<file path="src/rtl/mips_mc_pkg.sv">
// Shared definitions for the multicycle MIPS controller.
// Holds the opcode/func encodings the controller decodes, the ALU operation
// codes it drives, the FSM state encoding, the ALU-control class handed to
// mc_alu_ctrl, and the packed bundle of single-bit/select datapath controls.
// No ports (package).
package mips_mc_pkg;

    localparam logic [5:0] OP_RTYPE = 6'b000000;
    localparam logic [5:0] OP_LW    = 6'b100011;
    localparam logic [5:0] OP_SW    = 6'b101011;
    localparam logic [5:0] OP_ADDI  = 6'b001000;
    localparam logic [5:0] OP_SLTI  = 6'b001010;
    localparam logic [5:0] OP_BEQ   = 6'b000100;
    localparam logic [5:0] OP_BNE   = 6'b000101;
    localparam logic [5:0] OP_J     = 6'b000010;
    localparam logic [5:0] OP_JAL   = 6'b000011;

    localparam logic [5:0] FN_ADD = 6'b100000;
    localparam logic [5:0] FN_SUB = 6'b100010;
    localparam logic [5:0] FN_AND = 6'b100100;
    localparam logic [5:0] FN_OR  = 6'b100101;
    localparam logic [5:0] FN_SLT = 6'b101010;
    localparam logic [5:0] FN_JR  = 6'b001000;

    localparam logic [2:0] ALU_AND = 3'b000;
    localparam logic [2:0] ALU_OR  = 3'b001;
    localparam logic [2:0] ALU_ADD = 3'b010;
    localparam logic [2:0] ALU_SUB = 3'b110;
    localparam logic [2:0] ALU_SLT = 3'b111;

    typedef enum logic [3:0] {
        S_FETCH   = 4'd0,
        S_DECODE  = 4'd1,
        S_MEMADR  = 4'd2,
        S_MEMRD   = 4'd3,
        S_MEMWB   = 4'd4,
        S_MEMWR   = 4'd5,
        S_RTEXEC  = 4'd6,
        S_RTWB    = 4'd7,
        S_IMMEXEC = 4'd8,
        S_IMMWB   = 4'd9,
        S_BRANCH  = 4'd10,
        S_JUMP    = 4'd11,
        S_JAL     = 4'd12,
        S_JR      = 4'd13,
        S_HALT    = 4'd14
    } state_t;

    // How the ALU operation is chosen in the current state.
    typedef enum logic [2:0] {
        AC_NONE  = 3'd0,
        AC_ADD   = 3'd1,
        AC_SUB   = 3'd2,
        AC_RTYPE = 3'd3,
        AC_IMM   = 3'd4
    } aluClass_t;

    typedef struct packed {
        logic [1:0] pcSrc;
        logic [1:0] aluSrcB;
        logic       aluSrcA;
        logic       iorD;
        logic       regDst;
        logic       memToReg;
        logic       link;
        logic       regWrite;
        logic       irWrite;
        logic       memRead;
        logic       memWrite;
        logic       pcWrite;
        logic       pcWriteCond;
        logic       branch;
        logic       illegal;
    } ctrl_t;

    // True for the R-type func codes that map onto an ALU operation.
    function automatic logic isAluFunc(input logic [5:0] f);
        logic hit;
        hit = 1'b0;
        case (f)
            FN_ADD, FN_SUB, FN_AND, FN_OR, FN_SLT: hit = 1'b1;
            default:                               hit = 1'b0;
        endcase
        return hit;
    endfunction

endpackage

</file>
<file path="src/rtl/mc_alu_ctrl.sv">
// ALU control decode for the multicycle controller.
// Ports:
//   aluClass     in  how the current state selects the ALU operation
//   opcode       in  latched opcode (picks ADD vs SLT for immediates)
//   func         in  latched func (picks the R-type operation)
//   aluOperation out 3-bit ALU operation code
module mc_alu_ctrl
    import mips_mc_pkg::*;
(
    input  aluClass_t  aluClass,
    input  logic [5:0] opcode,
    input  logic [5:0] func,
    output logic [2:0] aluOperation
);

    always_comb begin
        aluOperation = ALU_AND;
        case (aluClass)
            AC_ADD: aluOperation = ALU_ADD;
            AC_SUB: aluOperation = ALU_SUB;
            AC_IMM: aluOperation = (opcode == OP_SLTI) ? ALU_SLT : ALU_ADD;
            AC_RTYPE: begin
                case (func)
                    FN_ADD:  aluOperation = ALU_ADD;
                    FN_SUB:  aluOperation = ALU_SUB;
                    FN_AND:  aluOperation = ALU_AND;
                    FN_OR:   aluOperation = ALU_OR;
                    FN_SLT:  aluOperation = ALU_SLT;
                    default: aluOperation = ALU_AND;
                endcase
            end
            default: aluOperation = ALU_AND;
        endcase
    end

endmodule

</file>
<file path="src/rtl/mc_controller.sv">
// Multicycle MIPS control unit (Moore FSM).
// Ports:
//   clk, rst (async, active-low)
//   opcode, func      IR fields from the datapath, latched in DECODE
//   AluOperation      ALU op code
//   PCSrc, AluSrcB    2-bit datapath selects
//   AluSrcA .. branch single-bit datapath controls
//   illegal           high while halted on an unknown instruction
//
// state   | meaning
// FETCH   | read instruction, PC <= PC+4
// DECODE  | branch target into ALUOut, latch opcode/func, dispatch
// MEMADR  | compute lw/sw address
// MEMRD   | read data memory
// MEMWB   | write loaded word to rt
// MEMWR   | write data memory
// RTEXEC  | R-type ALU operation
// RTWB    | write ALU result to rd
// IMMEXEC | addi/slti ALU operation
// IMMWB   | write ALU result to rt
// BRANCH  | compare and conditionally load branch target
// JUMP    | load jump target
// JAL     | load jump target, write PC+4 to r31
// JR      | load PC from register A
// HALT    | unknown instruction trapped, wait for reset
module mc_controller
    import mips_mc_pkg::*;
#(
    parameter bit ILLEGAL_TRAP = 1'b0
) (
    input  logic       clk,
    input  logic       rst,
    input  logic [5:0] opcode,
    input  logic [5:0] func,
    output logic [2:0] AluOperation,
    output logic [1:0] PCSrc,
    output logic [1:0] AluSrcB,
    output logic       AluSrcA,
    output logic       IorD,
    output logic       RegDst,
    output logic       MemToReg,
    output logic       link,
    output logic       RegWrite,
    output logic       IRWrite,
    output logic       MemRead,
    output logic       MemWrite,
    output logic       PCWrite,
    output logic       PCWriteCond,
    output logic       branch,
    output logic       illegal
);

    localparam state_t S_BAD_INSTR = ILLEGAL_TRAP ? S_HALT : S_FETCH;

    state_t     state, stateNext;
    logic [5:0] opcodeQ, funcQ;
    ctrl_t      ctrl, ctrlGated;
    aluClass_t  aluClass;
    logic [2:0] aluOpRaw;

    always_ff @(posedge clk or negedge rst) begin
        if (!rst) begin
            state   <= S_FETCH;
            opcodeQ <= '0;
            funcQ   <= '0;
        end else begin
            state <= stateNext;
            if (state == S_DECODE) begin
                opcodeQ <= opcode;
                funcQ   <= func;
            end
        end
    end

    // DECODE dispatches on the live IR fields; every later state uses the
    // copies captured at the end of DECODE.
    always_comb begin
        stateNext = S_FETCH;
        case (state)
            S_FETCH: stateNext = S_DECODE;
            S_DECODE: begin
                case (opcode)
                    OP_RTYPE: begin
                        if (func == FN_JR)        stateNext = S_JR;
                        else if (isAluFunc(func)) stateNext = S_RTEXEC;
                        else                      stateNext = S_BAD_INSTR;
                    end
                    OP_LW, OP_SW:     stateNext = S_MEMADR;
                    OP_ADDI, OP_SLTI: stateNext = S_IMMEXEC;
                    OP_BEQ, OP_BNE:   stateNext = S_BRANCH;
                    OP_J:             stateNext = S_JUMP;
                    OP_JAL:           stateNext = S_JAL;
                    default:          stateNext = S_BAD_INSTR;
                endcase
            end
            S_MEMADR:  stateNext = (opcodeQ == OP_LW) ? S_MEMRD : S_MEMWR;
            S_MEMRD:   stateNext = S_MEMWB;
            S_RTEXEC:  stateNext = S_RTWB;
            S_IMMEXEC: stateNext = S_IMMWB;
            S_HALT:    stateNext = S_HALT;
            default:   stateNext = S_FETCH;
        endcase
    end

    always_comb begin
        ctrl     = '0;
        aluClass = AC_NONE;
        case (state)
            S_FETCH: begin
                ctrl.memRead = 1'b1;
                ctrl.irWrite = 1'b1;
                ctrl.pcWrite = 1'b1;
                ctrl.aluSrcB = 2'b01;
                aluClass     = AC_ADD;
            end
            S_DECODE: begin
                ctrl.aluSrcB = 2'b11;
                aluClass     = AC_ADD;
            end
            S_MEMADR: begin
                ctrl.aluSrcA = 1'b1;
                ctrl.aluSrcB = 2'b10;
                aluClass     = AC_ADD;
            end
            S_MEMRD: begin
                ctrl.memRead = 1'b1;
                ctrl.iorD    = 1'b1;
            end
            S_MEMWB: begin
                ctrl.regWrite = 1'b1;
                ctrl.memToReg = 1'b1;
            end
            S_MEMWR: begin
                ctrl.memWrite = 1'b1;
                ctrl.iorD     = 1'b1;
            end
            S_RTEXEC: begin
                ctrl.aluSrcA = 1'b1;
                aluClass     = AC_RTYPE;
            end
            S_RTWB: begin
                ctrl.regWrite = 1'b1;
                ctrl.regDst   = 1'b1;
            end
            S_IMMEXEC: begin
                ctrl.aluSrcA = 1'b1;
                ctrl.aluSrcB = 2'b10;
                aluClass     = AC_IMM;
            end
            S_IMMWB: ctrl.regWrite = 1'b1;
            S_BRANCH: begin
                ctrl.aluSrcA     = 1'b1;
                ctrl.pcWriteCond = 1'b1;
                ctrl.pcSrc       = 2'b01;
                ctrl.branch      = (opcodeQ == OP_BEQ);
                aluClass         = AC_SUB;
            end
            S_JUMP: begin
                ctrl.pcWrite = 1'b1;
                ctrl.pcSrc   = 2'b10;
            end
            S_JAL: begin
                ctrl.pcWrite  = 1'b1;
                ctrl.pcSrc    = 2'b10;
                ctrl.link     = 1'b1;
                ctrl.regWrite = 1'b1;
            end
            S_JR: begin
                ctrl.pcWrite = 1'b1;
                ctrl.pcSrc   = 2'b11;
            end
            S_HALT:  ctrl.illegal = 1'b1;
            default: ctrl = '0;
        endcase
    end

    mc_alu_ctrl uAluCtrl (
        .aluClass     (aluClass),
        .opcode       (opcodeQ),
        .func         (funcQ),
        .aluOperation (aluOpRaw)
    );

    // The state register parks in FETCH during reset, so the outputs are
    // masked with rst to keep every write strobe low while reset is held.
    assign ctrlGated    = rst ? ctrl : '0;
    assign AluOperation = rst ? aluOpRaw : 3'b000;
    assign PCSrc        = ctrlGated.pcSrc;
    assign AluSrcB      = ctrlGated.aluSrcB;
    assign AluSrcA      = ctrlGated.aluSrcA;
    assign IorD         = ctrlGated.iorD;
    assign RegDst       = ctrlGated.regDst;
    assign MemToReg     = ctrlGated.memToReg;
    assign link         = ctrlGated.link;
    assign RegWrite     = ctrlGated.regWrite;
    assign IRWrite      = ctrlGated.irWrite;
    assign MemRead      = ctrlGated.memRead;
    assign MemWrite     = ctrlGated.memWrite;
    assign PCWrite      = ctrlGated.pcWrite;
    assign PCWriteCond  = ctrlGated.pcWriteCond;
    assign branch       = ctrlGated.branch;
    assign illegal      = ctrlGated.illegal;

endmodule

</file>
<file path="config.mk">
export PLATFORM = sky130hd
export DESIGN_NAME = mc_controller
export DESIGN_NICKNAME = d
export VERILOG_FILES = /design/src/rtl/mips_mc_pkg.sv /design/src/rtl/mc_alu_ctrl.sv /design/src/rtl/mc_controller.sv
export SDC_FILE = /design/constraint.sdc
export NUM_CORES = 1
export LEC_CHECK = 0
export ABC_AREA = 0
export CAP_MARGIN = 20
export CORE_MARGIN = 8
export CORE_UTILIZATION = 48
export DETAILED_ROUTE_END_ITERATION = 6
export HOLD_SLACK_MARGIN = 0.1
export PLACE_DENSITY = 0.79
export SYNTH_ARGS = -nofsm -noshare
export SYNTH_HDL_FRONTEND = slang
export SYNTH_SLANG_ARGS = --single-unit
</file>
<file path="constraint.sdc">
create_clock -name clk -period 1.9 [get_ports clk]
set_clock_uncertainty 0.05 [all_clocks]
set_input_delay 0.19 -clock clk [delete_from_list [all_inputs] [get_ports clk]]
set_output_delay 0.19 -clock clk [all_outputs]
set_load 0.03 [all_outputs]
</file>
After elaboration in Yosys (flattened, before gate mapping)
Cells that the tools add are included.

Equal/unequal tests: 39. Muxes and demuxes: 29. Reduce and logical (&&, ||, !) cells: 14.

Operators with widths (count): $eq 6x6->1 const B (12); $pmux 3 s4 (3); $eq 4x4->1 const B (7); $pmux 4 s7 (1); $eq 6x4->1 const B (4); $pmux 4 s6 (1); $eq 6x3->1 const B (3); $mux 17 (1); $eq 4x3->1 const B (4); $mux 1 (15); $reduce_or 2->1 (7); $eq 6x2->1 const B (2); $mux 3 (4); $pmux 2 s3 (2); $reduce_or 4->1 (3); $eq 4x2->1 const B (2); $eq 3x2->1 const B (2); $logic_not 6->1 (1); $reduce_or 5->1 (1); $eq 4x1->1 const B (1); $logic_not 4->1 (1); $mux 4 (1); $eq 3x1->1 const B (1); $eq 3x3->1 const B (1); 2 further kinds (2).

Register bits: 16. Output and inout port bits: 20. Logic and storage cells: 85.

Logic depth before layout (Yosys ltp)
Gate-level depths: netlist (run 1).

Depth in word-level cells: 10. Gate-level depth with buffers: 6. Depth with buffers taken out: 4.

By module
A second synthesis (run 1) with hierarchy kept.

Cell total of the unflattened synthesis: 155. Area total of the unflattened synthesis: 1318.8 um^2.

Modules (own cells, without submodules): mc_controller (times used 1, cells an instance 138, area an instance 1201.2 um^2); mc_alu_ctrl (times used 1, cells an instance 17, area an instance 117.6 um^2).

Worst setup path before layout (run 1)
OpenSTA, ideal clock, no wires.

Path type: register to output. Start point: register state[1]. End point: output port PCWrite. Arrival time: 1866 ps. Setup slack: -206 ps. Stages on the path, launching flop included: 6. Path through: dfrtp_1 > buf_2 > nor2_1 > nand2_1 > nor3_1 > or2_2.

Longest elaborated chain between the ends: 4. Elaborated cells between the ends (all ways): 7. Classes of those cells: 3 x eq/ne; 2 x mux; 2 x reduce/logical.

Ends and longest elaborated chain: start, declared (RTL line mc_controller.sv:55) `state_t state, stateNext;`; start signal, assigned (RTL line mc_controller.sv:67) `state <= stateNext;`; $eq 4x4->1 / $logic_not 4->1 (equally long branches) (RTL line mc_controller.sv:108) `case (state)`; $reduce_or 4->1 (no line) *; $mux 1 * (RTL line mc_controller.sv:108); $mux 17 * (RTL line mc_controller.sv:186) `assign ctrlGated = rst ? ctrl : '0;`; end, declared (RTL line mc_controller.sv:47) `output logic PCWrite,`.

Every way passes the cells marked *; elsewhere a longest branch is shown, timed or not.

Worst setup path after layout (run 1)
Start point: register state[2]. End point: output port AluOperation[2].

Longest elaborated chain between the ends: 6. Elaborated cells between the ends (all ways): 14. Classes of those cells: 9 x eq/ne; 3 x mux; 2 x reduce/logical.

Ends and longest elaborated chain: $eq 4x1->1, or another cell as far along (RTL line mc_controller.sv:108); $reduce_or 3->1 (no line); $pmux 3 s4 * (RTL line mc_controller.sv:108); $eq 3x2->1, or another cell as far along (RTL line mc_alu_ctrl.sv:18) `case (aluClass)`; $pmux 3 s4 * (RTL line mc_alu_ctrl.sv:18); $mux 3 * (RTL line mc_controller.sv:187) `assign AluOperation = rst ? aluOpRaw : 3'b000;`; end, declared (RTL line mc_controller.sv:35) `output logic [2:0] AluOperation,`.

Marks and branches as above.

==> impl_metrics.yaml, run 1 <==
outcome:
  status: "complete, but fails checks"
  violations: "negative setup slack"
finish:
  instances_no_fill: 257
  final_nets: 243
  fin_util_pct: 74.37
  drive_gt1_share_pct: 31.28
  nFillCells: 207
  area_delta_synth_final_pct: 45.12
  multi_input_area_sq_um: 919.6
  seq_area_sq_um: 404.1
  final_common_cell: "nand2_1"
  final_cell_mix: "51 x nand2_1, 41 x buf_4, 17 x nor2_1"
  antenna_cells: 0
clocking:
  cts_buffers: 3
  path_clk_slew_ns: 0.08
  root_buffer: "clkbuf_4"
  cts_max_level: 1
  cts_tree: "done"
  clk_path_buf_depth: 2
  cts_sinks: 16
  clock_latency_ns: 0.27
power_and_ir_drop:
  clockPowerShare_pct: 9.4
  ir_drop_v: 0.0006194
  sw_frac_of_total_pct: 43.31
  p_sw_uw: 744.1
  leakage_uw: 0.0008274
  powerDensity_nw_per_um2: 924.2
  fin_total_pwr_uw: 1718
  power_frac_seq_pct: 37.3
  internal_power_uw: 974.2
  pwr-share-comb_pct: 53.2
synthesis:
  avgSynthCellArea_sq_um: 7.239
  syn_area_sq_um: 1281
  synth_cell_types: 40
  syn-num-nets: 191
  synth_seq_cells: 16
  yosys_warnings: 0
  synthCells: 177
  ys_seq_area_share_pct: 31.25
worst_setup_path:
  path_buf_inv: 1
  cp-start-kind: "register"
  crit_family: "simple AND/OR/NAND/NOR gates"
  cp_cell_sequence: "nand2b_4 -> nor4_4 -> nand4_1 -> a31oi_1 -> buf_4"
  cp_max_fo: 7
  cpPeakStageDelay_ns: 0.46
  setup.worst_path.end_class: "primary output"
  required_ns: 1.66
  worstPathArrival_ns: 1.76
  worstSetupPathType: "reg -> out"
  crit_slowest_cell: "dfrtp_2"
grt:
  grt_max_degree: 17
  grt_pass1_wl_mm: 6.044
  antenna_found_initial: 0
  gr-usage-all-layers_pct: 16.26
  grt_pass1_vias: 1329
  overflow: 0
detailed_routing:
  wl_per_cell_um: 14.73
  first_pass_iters: 4
  vias_per_cell: 5.630
  antenna_left: 0
  vias: 1447
  drc: 0
  drt_wl_total_mm: 3.786
  drt-initial-drc-count: 79
floorplanning:
  start_util_pct: 51.25
  die_h_um: 67.67
  die-area_sq_um: 4579
  coreArea_sq_um: 2500
  fp.dieW_um: 67.67
  rows: 18
  num_io_pins: 34
timing:
  finalWorstSetupSlack_ns: -0.09743
  grt_setup_unrepaired: "true"
  fmax_mhz: 500.6
  maxSlewViolCount: 0
  tightest_slew_ns: 0.3864
  relSlewSlack_pct: 73.91
  hold_viol: 0
  fin_setup_tns_ns: -0.2028
  finalSetupViolCount: 4
  finalCritPeriodShare_pct: 105.1
  min_period_ns: 1.997
placement:
  dpl_worst_slack_ns: 0.03357
  dp.cells: 246
  place.gp.congestion: 0.8937
  io_buffers: 33
  dp_hpwl_mm: 2.820
hold_path:
  hold_path_class: "in -> async"
run:
  drv_cap: 0
==> synthesized netlist by cell type <==
master	number	area share (%)
a211o_1	1	0.68
a21bo_2	1	0.78
a21boi_0	2	1.2
a21oi_1	5	2.0
a311o_1	1	0.78
a31oi_1	4	2.0
and2_1	1	0.49
and3_1	2	0.98
and3b_1	1	0.68
and3b_2	1	0.78
buf_2	6	2.3
clkbuf_1	4	1.2
dfrtp_1	16	31
inv_1	1	0.29
mux2_2	3	2.6
nand2_1	52	15
nand2b_1	8	3.9
nand3_1	2	0.78
nand4_1	2	0.98
nand4b_1	3	2.1
nand4bb_1	1	0.88
nor2_1	19	5.6
nor2b_1	7	3.4
nor3_1	4	1.6
nor3b_1	4	2.3
nor4_1	4	2.0
nor4b_1	2	1.4
nor4b_2	1	1.2
o2111ai_1	1	0.68
o211ai_1	3	1.8
o21ai_0	5	2.0
o21ai_1	1	0.39
o22ai_2	1	0.98
o311ai_0	1	0.68
or2_1	1	0.49
or2_2	1	0.49
or3_1	1	0.49
or4b_1	2	1.6
xnor2_1	1	0.68
xor2_1	1	0.68
==> power groups by stage <==
| stage | registers [uW] | logic [uW] | clock network (uW) |
|---|---|---|---|
| CTS | 621 | 845 | 168 |
| global placement | 611 | 769 | 0 |
| global route | 658 | 1010 | 183 |
| detailed placement | 621 | 789 | 0 |
| floorplan | 578 | 541 | 0 |
| finish | 642 | 914 | 162 |
==> per-layer routing <==
| metal | GRT usage, % | wire (um) | up-vias |
|---|---|---|---|
| met5 | 0 | 0 | - |
| met4 | 7.833 | 65 | 0 |
| met3 | 1.325 | 269 | 6 |
| met2 | 28.76 | 1876 | 58 |
| met1 | 19.25 | 1573 | 668 |
| li1 | - | - | 715 |
==> layout make-up <==
class	instances	area share, %
clock buffers	3	1.211
flip-flops and latches	16	21.74
repair buffers	57	25.37
multi-input cells	150	49.46
inverters	1	0.2019
well taps	30	2.019
==> flip-flops by register name, summed over array words and instances, names as in the netlist <==
register  flops
opcodeQ       6
state         4
funcQ         6
==> kinds of logic (layout without fill, tap and decap cells) <==
kind of cell | after synthesis | in the layout | share of synthesized area (%)
AO/OA/AOI/OAI | 26 | 26 | 13.77
XOR/XNOR | 2 | 2 | 1.367
buffers and inverters | 11 | 61 | 3.808
flip-flops | 16 | 16 | 31.25
multiplexers | 3 | 3 | 2.637
AND/OR/NAND/NOR | 119 | 119 | 47.17
==> path summary, 6_finish.rpt <==
check | from | to | slack [ns] | depth (start not counted)
min in group clk | funcQ[2] | funcQ[2] | 0.47 | 2
max | state[2] | AluOperation[2] | -0.1 | 5
min reg2reg | funcQ[2] | funcQ[2] | 0.47 | 2
max in group asynchronous | rst | state[2] | 1.22 | 2
max reg2reg | state[2] | state[3] | 0.19 | 5
min | rst | opcodeQ[4] | 0.39 | 2
==> metrics by stage <==
step	cell area (sq um)	hold WS (ns)
final	1859	0.3895
after global routing	1859	0.4209
after CTS	1772	0.3648
after detailed placement	1679	0.4326
after global placement	1679	0.4110
after floorplan	1286	-0.1556
==> worst reg2reg max path, cell delays in order, from the launching register on <==
cell and delay (ns):
dfrtp_2 0.46, buf_4 0.16, nor4b_2 0.34, nor3b_2 0.30, o311ai_0 0.20, o211ai_1 0.13
==> timing repair <==
action	in CTS	in global routing
pin swaps	2	9
gates resized for setup	12	14
hold buffers	0	0
setup endpoints to repair	6	11
setup buffers	4	4
No activity file was read; power rests on OpenSTA's default activity.
==> inputs of run 2 (changes only) <==
SETUP_SLACK_MARGIN = 0.1   (was not set)
==> run 2 against run 1 <==
  * Die area is the same
  * Via count grew 6.6%
  * Worst hold slack gained 0.068 ns
  * Clock power is essentially flat
  * The flow still finishes with violations (negative setup slack)
==> impl_metrics.yaml, run 2 (same netlist as run 1, synthesis figures left out) <==
timing:
  finalCritPeriodShare_pct: 102.0
  fmax_mhz: 515.8
  relSlewSlack_pct: 72.19
  hold_viol: 0
  grt_setup_unrepaired: "true"
  maxSlewViolCount: 0
  min_period_ns: 1.939
  finalWorstSetupSlack_ns: -0.03859
  tightest_slew_ns: 0.4134
  finalSetupViolCount: 3
floorplanning:
  die_h_um: 67.67
  coreArea_sq_um: 2500
  rows: 18
  num_io_pins: 34
  start_util_pct: 51.25
  fp.dieW_um: 67.67
  die-area_sq_um: 4579
worst_setup_path:
  r2r_slack_ns: 0.17
  r2r-start: "state[3]"
  cp_max_fo: 6
  worstSetupPathType: "reg -> out"
  cpPeakStageDelay_ns: 0.47
  crit_slowest_cell: "dfrtp_2"
  rr_endpoint: "state[2]"
  path_buf_inv: 2
  cp-start-kind: "register"
  crit_end: "AluOperation[2]"
  required_ns: 1.66
  reg2reg_depth: 6
  worstPathArrival_ns: 1.70
  crit_family: "flip-flops"
  path_depth: 5
  setup.worst_path.end_class: "primary output"
  cp_cell_sequence: "buf_4 -> nor2_4 -> nand4_1 -> a31oi_2 -> buf_6"
  startpoint: "state[1]"
power_and_ir_drop:
  ir_drop_v: 0.0006625
  fin_total_pwr_uw: 1861
  p_sw_uw: 824.4
  clockPowerShare_pct: 8.7
  leakage_uw: 0.0008682
  pwr-share-comb_pct: 56.7
  internal_power_uw: 1036
  powerDensity_nw_per_um2: 928.4
  sw_frac_of_total_pct: 44.30
  power_frac_seq_pct: 34.5
detailed_routing:
  wl_met1_mm: 1.806
  wl_met3_um: 302
  wl_met2_mm: 2.214
  vias_per_cell: 5.912
  top_layer_used: "met4"
  vias: 1543
  first_pass_iters: 4
  wl_per_cell_um: 16.96
  drt-initial-drc-count: 67
  antenna_left: 0
  drc: 0
  drt_wl_total_mm: 4.426
clocking:
  root_buffer: "clkbuf_4"
  holdBufCountCts: 0
  path_clk_slew_ns: 0.09
  cts_tree: "done"
  cts_buffers: 3
  clock_latency_ns: 0.27
  cts_max_level: 1
  cts_sinks: 16
  clk_path_buf_depth: 2
finish:
  area_delta_synth_final_pct: 56.45
  fin_area_sq_um: 2004
  final_common_cell: "nand2_1"
  final_nets: 247
  fin_util_pct: 80.18
  nFillCells: 160
  drive_gt1_share_pct: 36.80
  final_cell_mix: "49 x nand2_1, 36 x buf_4, 16 x nor2_1"
  antenna_cells: 0
  reg_top3: "funcQ (6), opcodeQ (6), state (4)"
grt:
  overflow: 0
  grt_pass1_vias: 1542
  grt_pass1_wl_mm: 6.589
  antenna_found_initial: 0
  gr-usage-all-layers_pct: 18.17
  grt_max_degree: 18
outcome:
  status: "complete, but fails checks"
  violations: "negative setup slack"
placement:
  io_buffers: 33
  dp_hpwl_mm: 2.949
  place_area_sq_um: 1708
  dpl_worst_slack_ns: -0.01417
  place.gp.congestion: 0.8984
run:
  drv_cap: 0
hold_path:
  hold_path_class: "in -> async"
-- run 2: changes by cell type in the layout (fill, tap and decap cells not counted), sizes merged --
cell,change
buf,+4
-- run 2: stage by stage --
stage	hold WS (ns)	instances	TNS, ns
finish	0.4571	261	-0.07522
global route	0.4838	261	-0.3704
CTS	0.4163	261	0
detailed placement	0.4371	247	-0.01417
global placement	0.4127	247	0
floorplan	-0.1556	177	0
-- run 2: worst min-delay path by stage --
stage,cells past startpoint,to,slack [ns]
after floorplan,0,funcQ[0],-0.16
after global placement,2,funcQ[5],0.41
after detailed placement,2,funcQ[4],0.44
after CTS,2,opcodeQ[2],0.42
after global routing,3,opcodeQ[0],0.48
final,2,opcodeQ[2],0.46
-- run 2: final cells by class --
type                       instances  area, sq um  share of cell area [%]
multi-input combinational        150         1008                   50.31
clock buffer                       3        22.52                   1.124
inverter                           1        3.754                  0.1873
sequential                        16        404.1                   20.16
tap                               30        37.54                   1.873
timing repair buffer              61        528.0                   26.34
-- run 2: power by group through the flow --
| stage | Clock [uW] | Sequential (uW) | Combinational, uW |
|---|---|---|---|
| floorplan | 0 | 578 | 549 |
| global placement | 0 | 604 | 797 |
| detailed placement | 0 | 613 | 826 |
| CTS | 168 | 629 | 954 |
| global route | 182 | 654 | 1150 |
| finish | 162 | 643 | 1060 |
-- run 2: timing repair --
item	4_1_cts	5_1_grt
pin swaps	10	7
resized for setup	32	16
setup buffers	11	2
gates cloned	0	0
endpoints found under the hold margin	0	0
endpoints found under the setup margin	14	13
-- run 2: worst reg2reg max path, cell delays in order, from the launching register on --
cell and delay [ns]:
dfrtp_2 0.42, buf_6 0.14, buf_6 0.12, nor4b_4 0.31, nor3b_4 0.26, nand4b_1 0.13, o211ai_1 0.21
-- run 2: per-layer routing --
| layer | up-vias | GRT usage, % |
|---|---|---|
| met5 | - | 0 |
| met4 | 0 | 8.094 |
| met3 | 10 | 2.152 |
| met2 | 64 | 34.56 |
| met1 | 743 | 19.40 |
| li1 | 726 | - |
